`config.mk`:
```
export PLATFORM = sky130hd
export DESIGN_NAME = fu_issue_sched_flat
export DESIGN_NICKNAME = d
export VERILOG_FILES = /design/src/rtl/fu_issue_sched_if.sv /design/src/rtl/fu_issue_sched.sv /design/src/flat_wrapper.sv
export SDC_FILE = /design/constraint.sdc
export NUM_CORES = 1
export LEC_CHECK = 0
export CAP_MARGIN = 20
export CORE_ASPECT_RATIO = 0.6
export CORE_MARGIN = 5
export CORE_UTILIZATION = 30
export CTS_BUF_LIST = sky130_fd_sc_hd__clkbuf_4 sky130_fd_sc_hd__clkbuf_8 sky130_fd_sc_hd__clkbuf_16
export DETAILED_ROUTE_END_ITERATION = 12
export PLACE_DENSITY = 0.67
export RECOVER_POWER = 100
export REMOVE_ABC_BUFFERS = 1
export SETUP_SLACK_MARGIN = 0.02
export SLEW_MARGIN = 5
export SYNTH_ARGS = -nofsm -noshare
export SYNTH_HDL_FRONTEND = slang
export SYNTH_SLANG_ARGS = --single-unit
```
`constraint.sdc`:
```
create_clock -name clk_i -period 4 [get_ports clk_i]
set_input_delay 0.4 -clock clk_i [delete_from_list [all_inputs] [get_ports clk_i]]
set_output_delay 0.4 -clock clk_i [all_outputs]
set_load 0.01 [all_outputs]
```
`src/rtl/fu_issue_sched_if.sv`:
```
// Handshake bundle between the requesters/functional unit and the issue scheduler.
// The slave side is the scheduler; the master side is its environment.
interface fu_issue_sched_if #(
    parameter int NREQ = 4,
    parameter int WID  = 6
);
    logic                 ce_i;
    logic [NREQ-1:0]      req_i;
    logic [NREQ*WID-1:0]  id_i;
    logic [NREQ-1:0]      gnt_o;
    logic                 fu_go_o;
    logic [WID-1:0]       fu_id_o;
    logic                 fu_rdy_i;
    logic [WID-1:0]       fu_id_i;
    logic [NREQ-1:0]      done_o;
    logic [WID-1:0]       done_id_o;
    logic                 abort_o;
    logic                 err_o;
    logic                 busy_o;

    modport slave (
        input  ce_i, req_i, id_i, fu_rdy_i, fu_id_i,
        output gnt_o, fu_go_o, fu_id_o, done_o, done_id_o, abort_o, err_o, busy_o
    );

    modport master (
        output ce_i, req_i, id_i, fu_rdy_i, fu_id_i,
        input  gnt_o, fu_go_o, fu_id_o, done_o, done_id_o, abort_o, err_o, busy_o
    );
endinterface

```
`src/rtl/fu_issue_sched.sv`:
```
// Round-robin issue scheduler for a shared fixed-latency functional unit.
// One requester owns the unit per operation; a one-cycle FLUSH lets the unit's ready clear.
module fu_issue_sched #(
    parameter int NREQ    = 4,
    parameter int LATENCY = 4,
    parameter int WID     = 6
) (
    input  logic            clk_i,
    input  logic            rst_i,
    fu_issue_sched_if.slave bus
);
    localparam int CW = $clog2(LATENCY + 3);
    localparam int IW = $clog2(NREQ);
    localparam logic [CW-1:0] C_TMO = CW'(LATENCY + 2);

    typedef enum logic [1:0] {
        S_IDLE  = 2'd0,
        S_BUSY  = 2'd1,
        S_FLUSH = 2'd2
    } state_t;

    state_t          r_state, w_state_next;
    logic [IW-1:0]   r_ptr, w_ptr_next;
    logic [IW-1:0]   r_win, w_win_next;
    logic [IW-1:0]   w_pick;
    logic            w_any;
    logic [CW-1:0]   r_cnt, w_cnt_next;
    logic [WID-1:0]  r_tag, w_tag_next;
    logic [NREQ-1:0] r_done, w_done_next;
    logic [WID-1:0]  r_done_id, w_done_id_next;
    logic            r_abort, w_abort_next;
    logic            r_err, w_err_next;
    logic            w_go;
    logic [NREQ-1:0] w_win_onehot;
    logic [WID-1:0]  w_id_arr [NREQ];

    genvar gi;
    generate
        for (gi = 0; gi < NREQ; gi++) begin : g_req
            assign w_id_arr[gi]     = bus.id_i[gi*WID +: WID];
            assign w_win_onehot[gi] = (r_win == IW'(gi));
        end
    endgenerate

    // Scan downward so the lowest offset from the pointer is the one that sticks.
    always_comb begin
        int idx;
        idx    = 0;
        w_any  = 1'b0;
        w_pick = r_ptr;
        for (int k = NREQ - 1; k >= 0; k--) begin
            idx = int'(r_ptr) + k;
            if (idx >= NREQ) idx = idx - NREQ;
            if (bus.req_i[idx]) begin
                w_any  = 1'b1;
                w_pick = IW'(idx);
            end
        end
    end

    always_comb begin
        w_state_next   = r_state;
        w_ptr_next     = r_ptr;
        w_win_next     = r_win;
        w_cnt_next     = r_cnt;
        w_tag_next     = r_tag;
        w_done_next    = '0;
        w_done_id_next = '0;
        w_abort_next   = 1'b0;
        w_err_next     = 1'b0;
        unique case (r_state)
            S_IDLE: begin
                if (w_any) begin
                    w_state_next = S_BUSY;
                    w_win_next   = w_pick;
                    w_tag_next   = w_id_arr[w_pick];
                    w_cnt_next   = '0;
                end
            end
            S_BUSY: begin
                if (r_cnt != C_TMO) w_cnt_next = r_cnt + CW'(1);
                if (!bus.req_i[r_win]) begin
                    w_abort_next = 1'b1;
                    w_state_next = S_FLUSH;
                end else if (bus.fu_rdy_i && (bus.fu_id_i == r_tag)) begin
                    w_done_next    = w_win_onehot;
                    w_done_id_next = r_tag;
                    w_state_next   = S_FLUSH;
                end else if (bus.fu_rdy_i || (r_cnt == C_TMO)) begin
                    w_err_next   = 1'b1;
                    w_state_next = S_FLUSH;
                end
            end
            S_FLUSH: begin
                w_state_next = S_IDLE;
                w_ptr_next   = (r_win == IW'(NREQ - 1)) ? '0 : r_win + IW'(1);
            end
            default: w_state_next = S_IDLE;
        endcase
    end

    always_ff @(posedge clk_i or posedge rst_i) begin
        if (rst_i) begin
            r_state   <= S_IDLE;
            r_ptr     <= '0;
            r_win     <= '0;
            r_cnt     <= '0;
            r_tag     <= '0;
            r_done    <= '0;
            r_done_id <= '0;
            r_abort   <= 1'b0;
            r_err     <= 1'b0;
        end else if (bus.ce_i) begin
            r_state   <= w_state_next;
            r_ptr     <= w_ptr_next;
            r_win     <= w_win_next;
            r_cnt     <= w_cnt_next;
            r_tag     <= w_tag_next;
            r_done    <= w_done_next;
            r_done_id <= w_done_id_next;
            r_abort   <= w_abort_next;
            r_err     <= w_err_next;
        end
    end

    // Unit drive is decoded straight from the state register so it only moves on BUSY entry/exit.
    assign w_go          = (r_state == S_BUSY);
    assign bus.fu_go_o   = w_go;
    assign bus.gnt_o     = w_go ? w_win_onehot : '0;
    assign bus.fu_id_o   = w_go ? r_tag : '0;
    assign bus.busy_o    = (r_state != S_IDLE);
    assign bus.done_o    = r_done;
    assign bus.done_id_o = r_done_id;
    assign bus.abort_o   = r_abort;
    assign bus.err_o     = r_err;
endmodule

```
`src/flat_wrapper.sv`:
```
// flat-port wrapper written by rule: the top's interface ports become plain ports
module fu_issue_sched_flat 
#(
    parameter int NREQ    = 4,
    parameter int LATENCY = 4,
    parameter int WID     = 6
)
  (clk_i, rst_i, bus_ce_i, bus_req_i, bus_id_i, bus_fu_rdy_i, bus_fu_id_i, bus_gnt_o, bus_fu_go_o, bus_fu_id_o, bus_done_o, bus_done_id_o, bus_abort_o, bus_err_o, bus_busy_o);
  fu_issue_sched_if #(.NREQ(NREQ), .WID(WID)) bus_i ();
  input  logic clk_i;
  input  logic rst_i;
  input wire logic [$bits(bus_i.ce_i)-1:0] bus_ce_i;
  input wire logic [$bits(bus_i.req_i)-1:0] bus_req_i;
  input wire logic [$bits(bus_i.id_i)-1:0] bus_id_i;
  input wire logic [$bits(bus_i.fu_rdy_i)-1:0] bus_fu_rdy_i;
  input wire logic [$bits(bus_i.fu_id_i)-1:0] bus_fu_id_i;
  output wire logic [$bits(bus_i.gnt_o)-1:0] bus_gnt_o;
  output wire logic [$bits(bus_i.fu_go_o)-1:0] bus_fu_go_o;
  output wire logic [$bits(bus_i.fu_id_o)-1:0] bus_fu_id_o;
  output wire logic [$bits(bus_i.done_o)-1:0] bus_done_o;
  output wire logic [$bits(bus_i.done_id_o)-1:0] bus_done_id_o;
  output wire logic [$bits(bus_i.abort_o)-1:0] bus_abort_o;
  output wire logic [$bits(bus_i.err_o)-1:0] bus_err_o;
  output wire logic [$bits(bus_i.busy_o)-1:0] bus_busy_o;
  assign bus_i.ce_i = bus_ce_i;
  assign bus_i.req_i = bus_req_i;
  assign bus_i.id_i = bus_id_i;
  assign bus_i.fu_rdy_i = bus_fu_rdy_i;
  assign bus_i.fu_id_i = bus_fu_id_i;
  assign bus_gnt_o = bus_i.gnt_o;
  assign bus_fu_go_o = bus_i.fu_go_o;
  assign bus_fu_id_o = bus_i.fu_id_o;
  assign bus_done_o = bus_i.done_o;
  assign bus_done_id_o = bus_i.done_id_o;
  assign bus_abort_o = bus_i.abort_o;
  assign bus_err_o = bus_i.err_o;
  assign bus_busy_o = bus_i.busy_o;
  fu_issue_sched #(.NREQ(NREQ), .LATENCY(LATENCY), .WID(WID)) u_core (.clk_i(clk_i), .rst_i(rst_i), .bus(bus_i));
endmodule
```
==> results.sh <==
export IMPL_final_area_mm2=0.00229
export IMPL_clockRootBuffer="clkbuf_8"
export IMPL_violations="max-capacitance violations"
export IMPL_relSlewSlack_pct=1.17
export IMPL_syn_cell_area_mm2=0.00159
export IMPL_synth_edf_count=0
export IMPL_port_buffers=61
export IMPL_yosys_warnings=0
export IMPL_cts_sinks=27
export IMPL_max_freq_ghz=0.360
export IMPL_rr_worst_depth=5
export IMPL_reg2reg_to="u_core.r_tag[1]"
export IMPL_routedWlPerCell_um=15.4
export IMPL_synth_area_leaders="dfrtp_1, mux2i_1, o221ai_2, a22o_1, ha_1"
export IMPL_ios=62
export IMPL_area_growth_pct=44.7
export IMPL_syn_area_per_cell_um2=10.4
export IMPL_drc=0
export IMPL_gp_congestion=0.816
export IMPL_first_pass_iters=4
export IMPL_hold_violations=0
export IMPL_cts_hold_buf=0
export IMPL_top_usage_layer="met1"
export IMPL_die_h_um=66.3
export IMPL_hpwl_um=3440
export IMPL_wl_um=4290
export IMPL_rsz0062_at_grt="no"
export IMPL_met1_usage_pct=18.1
export IMPL_power_mw=1.15
export IMPL_endpoint_kind="flop"
export IMPL_met3_usage_pct=3.51
export IMPL_tightest_slew_ns=1.48
export IMPL_crit_fanout=13
export IMPL_cp_data_arrival_time_ns=2.92
export IMPL_cap_violations=1
export IMPL_startpoint_type="primary input"
export IMPL_track_usage_pct=12.2
export IMPL_antenna_found_initial=0
export IMPL_htreeDepth=1
export IMPL_drt_iter0_drc=47
export IMPL_reg2reg_setup_slack_ns=1.56
export IMPL_drtAntennaViolNets=0
export IMPL_ys_types=41
export IMPL_setup_tns_ns=0
export IMPL_grt_overflow=0
export IMPL_grt_max_degree=28
export IMPL_start_util_pct=31.2
export IMPL_post_route_util_pct=45.1
export IMPL_power_leakage_nw=1.11
export IMPL_n_fill_cell=469
export IMPL_ys_seq_area_share_pct=42.6
export IMPL_drive_above_1_share_pct=6.60
export IMPL_synth_top_area_share_pct=42.6
export IMPL_outcome="finished, violations left"
export IMPL_vias=1385
export IMPL_ys_ff_latch=27
export IMPL_skew_ns=0.00263
export IMPL_dpl_cell_area_mm2=0.00225
export IMPL_synthFlopType="dfrtp_1"
export IMPL_fin_crit_sh_pct=69.4
export IMPL_hp_class="reg2reg"
export IMPL_synth_async_reset_ratio_pct=100
export IMPL_fin_crit_ns=2.78
export IMPL_tritoncts="built"
export IMPL_antennaDiodeCount=0
export IMPL_required_ns=4.14
export IMPL_clkLatencyLatePin_ns=0.27
export IMPL_core_area_mm2=0.00508
export IMPL_cts_resized_gates=0
export IMPL_use_met2_pct=17.5
export IMPL_holdPathEnd="u_core.bus.err_o"
export IMPL_cts_buffers=3
export IMPL_grt_pass1_wl_um=6850
export IMPL_critical_path_class="in2reg"
export IMPL_die_w_um=104
export IMPL_grt_pass1_vias=1334
export IMPL_r2r_start="u_core.r_ptr[1]"
export IMPL_clock_path_buffers=2
export IMPL_netlist_instances=152
export IMPL_hold_start="u_core.bus.err_o"
export IMPL_hold_path_cell_count=1
export IMPL_setup_viol=0
export IMPL_layout_commonest_cell="clkdlybuf4s50_1"
export IMPL_cts_setup_buffers=0
export IMPL_num_rows=20
export IMPL_vias_per_cell=4.98
export IMPL_die_area_mm2=0.00689
export IMPL_yosysTopAreaCell="dfrtp_1"
export IMPL_mostFrequentLayoutCells="clkdlybuf4s50_1, dfrtp_1, dlygate4sd3_1, nand2_1, mux2i_1"
export IMPL_max_vdd_ir_drop_v=0.000198
export IMPL_nets=257
export IMPL_power_density_mw_per_mm2=502
export IMPL_slew_violations=0
export IMPL_path_clk_slew_ns=0.09
==> kinds of logic (layout without fill, tap and decap cells) <==
group                      Yosys count  in the layout  synth area share (%)
AOI/OAI and AO/OA                   34             34                  19.0
xor gates and xnor gates             7              7                  3.87
adders and majority gates            6              6                  4.74
buffers and inverters               16             76                  4.34
DFF                                 27             27                  42.6
muxes                               14             14                  9.71
and+or+nand+nor                     48             48                  15.7
==> worst max path at each step <==
stage	slack, ns	from	to	cells after the start
6_report	1.22	bus_req_i[3]	u_core.r_tag[1]	6
5_1_grt	1.05	bus_req_i[3]	u_core.r_tag[0]	6
4_1_cts	1.73	bus_req_i[0]	u_core.r_tag[0]	6
3_5_place_dp	1.45	bus_req_i[0]	u_core.r_tag[2]	6
3_3_place_gp	1.51	bus_req_i[0]	u_core.r_tag[3]	6
2_1_floorplan	2.25	bus_req_i[2]	u_core.r_tag[2]	5
==> report_power, final <==
group / internal (mW) / switching (mW)
Combinational: 0.273 / 0.269
Sequential: 0.348 / 0.109
Clock: 0.0698 / 0.0830
Total: 0.690 / 0.460
==> worst max-delay path: stages <==
cell	delay, ns
dlygate4sd3_1	0.64
nor3_1	0.20
a31oi_1	0.06
a21oi_1	1.15
mux2i_1	0.34
o221ai_2	0.12
==> layout make-up <==
cell class / count / area, µm² / share of cell area (%)
Clock buffer: 3 / 41.3 / 1.80
Clock inverter: 1 / 5.00 / 0.218
Inverter: 10 / 37.5 / 1.64
Multi-Input combinational cell: 109 / 837 / 36.5
Sequential cell: 27 / 676 / 29.5
Tap cell: 66 / 82.6 / 3.60
Timing Repair Buffer: 62 / 614 / 26.8
==> per-layer routing <==
layer / vias to the layer above / part of all wire, %
li1: 673 / -
met1: 662 / 50
met2: 48 / 43
met3: 2 / 6.3
met4: 0 / 0.63
met5: - / 0
==> metrics by stage <==
stage	worst slack (ns)	hold WS, ns	cells
4_1_cts	1.73	0.508	277
6_report	1.22	0.492	278
2_1_floorplan	2.25	0.453	146
3_3_place_gp	1.51	0.487	273
5_1_grt	1.05	0.519	278
3_5_place_dp	1.45	0.488	273
==> cells in the mapped netlist (3+ instances only) <==
master    number
nand2_1       16
xnor2_1        3
inv_1          9
a21oi_1        3
mux2i_1       12
ha_1           6
nor2_1         6
and3_1        11
dfrtp_1       27
xor2_1         4
clkbuf_1       4
nor2b_1        3
o221ai_2       6
o21ai_0        4
a22o_1        10
==> sequential cells by signal, indices dropped and copies added, names as in the netlist <==
| name | cells |
|---|---|
| u_core.bus.done_o | 4 |
| u_core.bus.done_id_o | 6 |
| u_core.r_cnt | 3 |
| u_core.r_state | 2 |
| u_core.r_ptr | 2 |
| u_core.bus.abort_o | 1 |
| u_core.bus.err_o | 1 |
| u_core.r_tag | 6 |
| u_core.r_win | 2 |
Power figures use the tool's default switching activity.
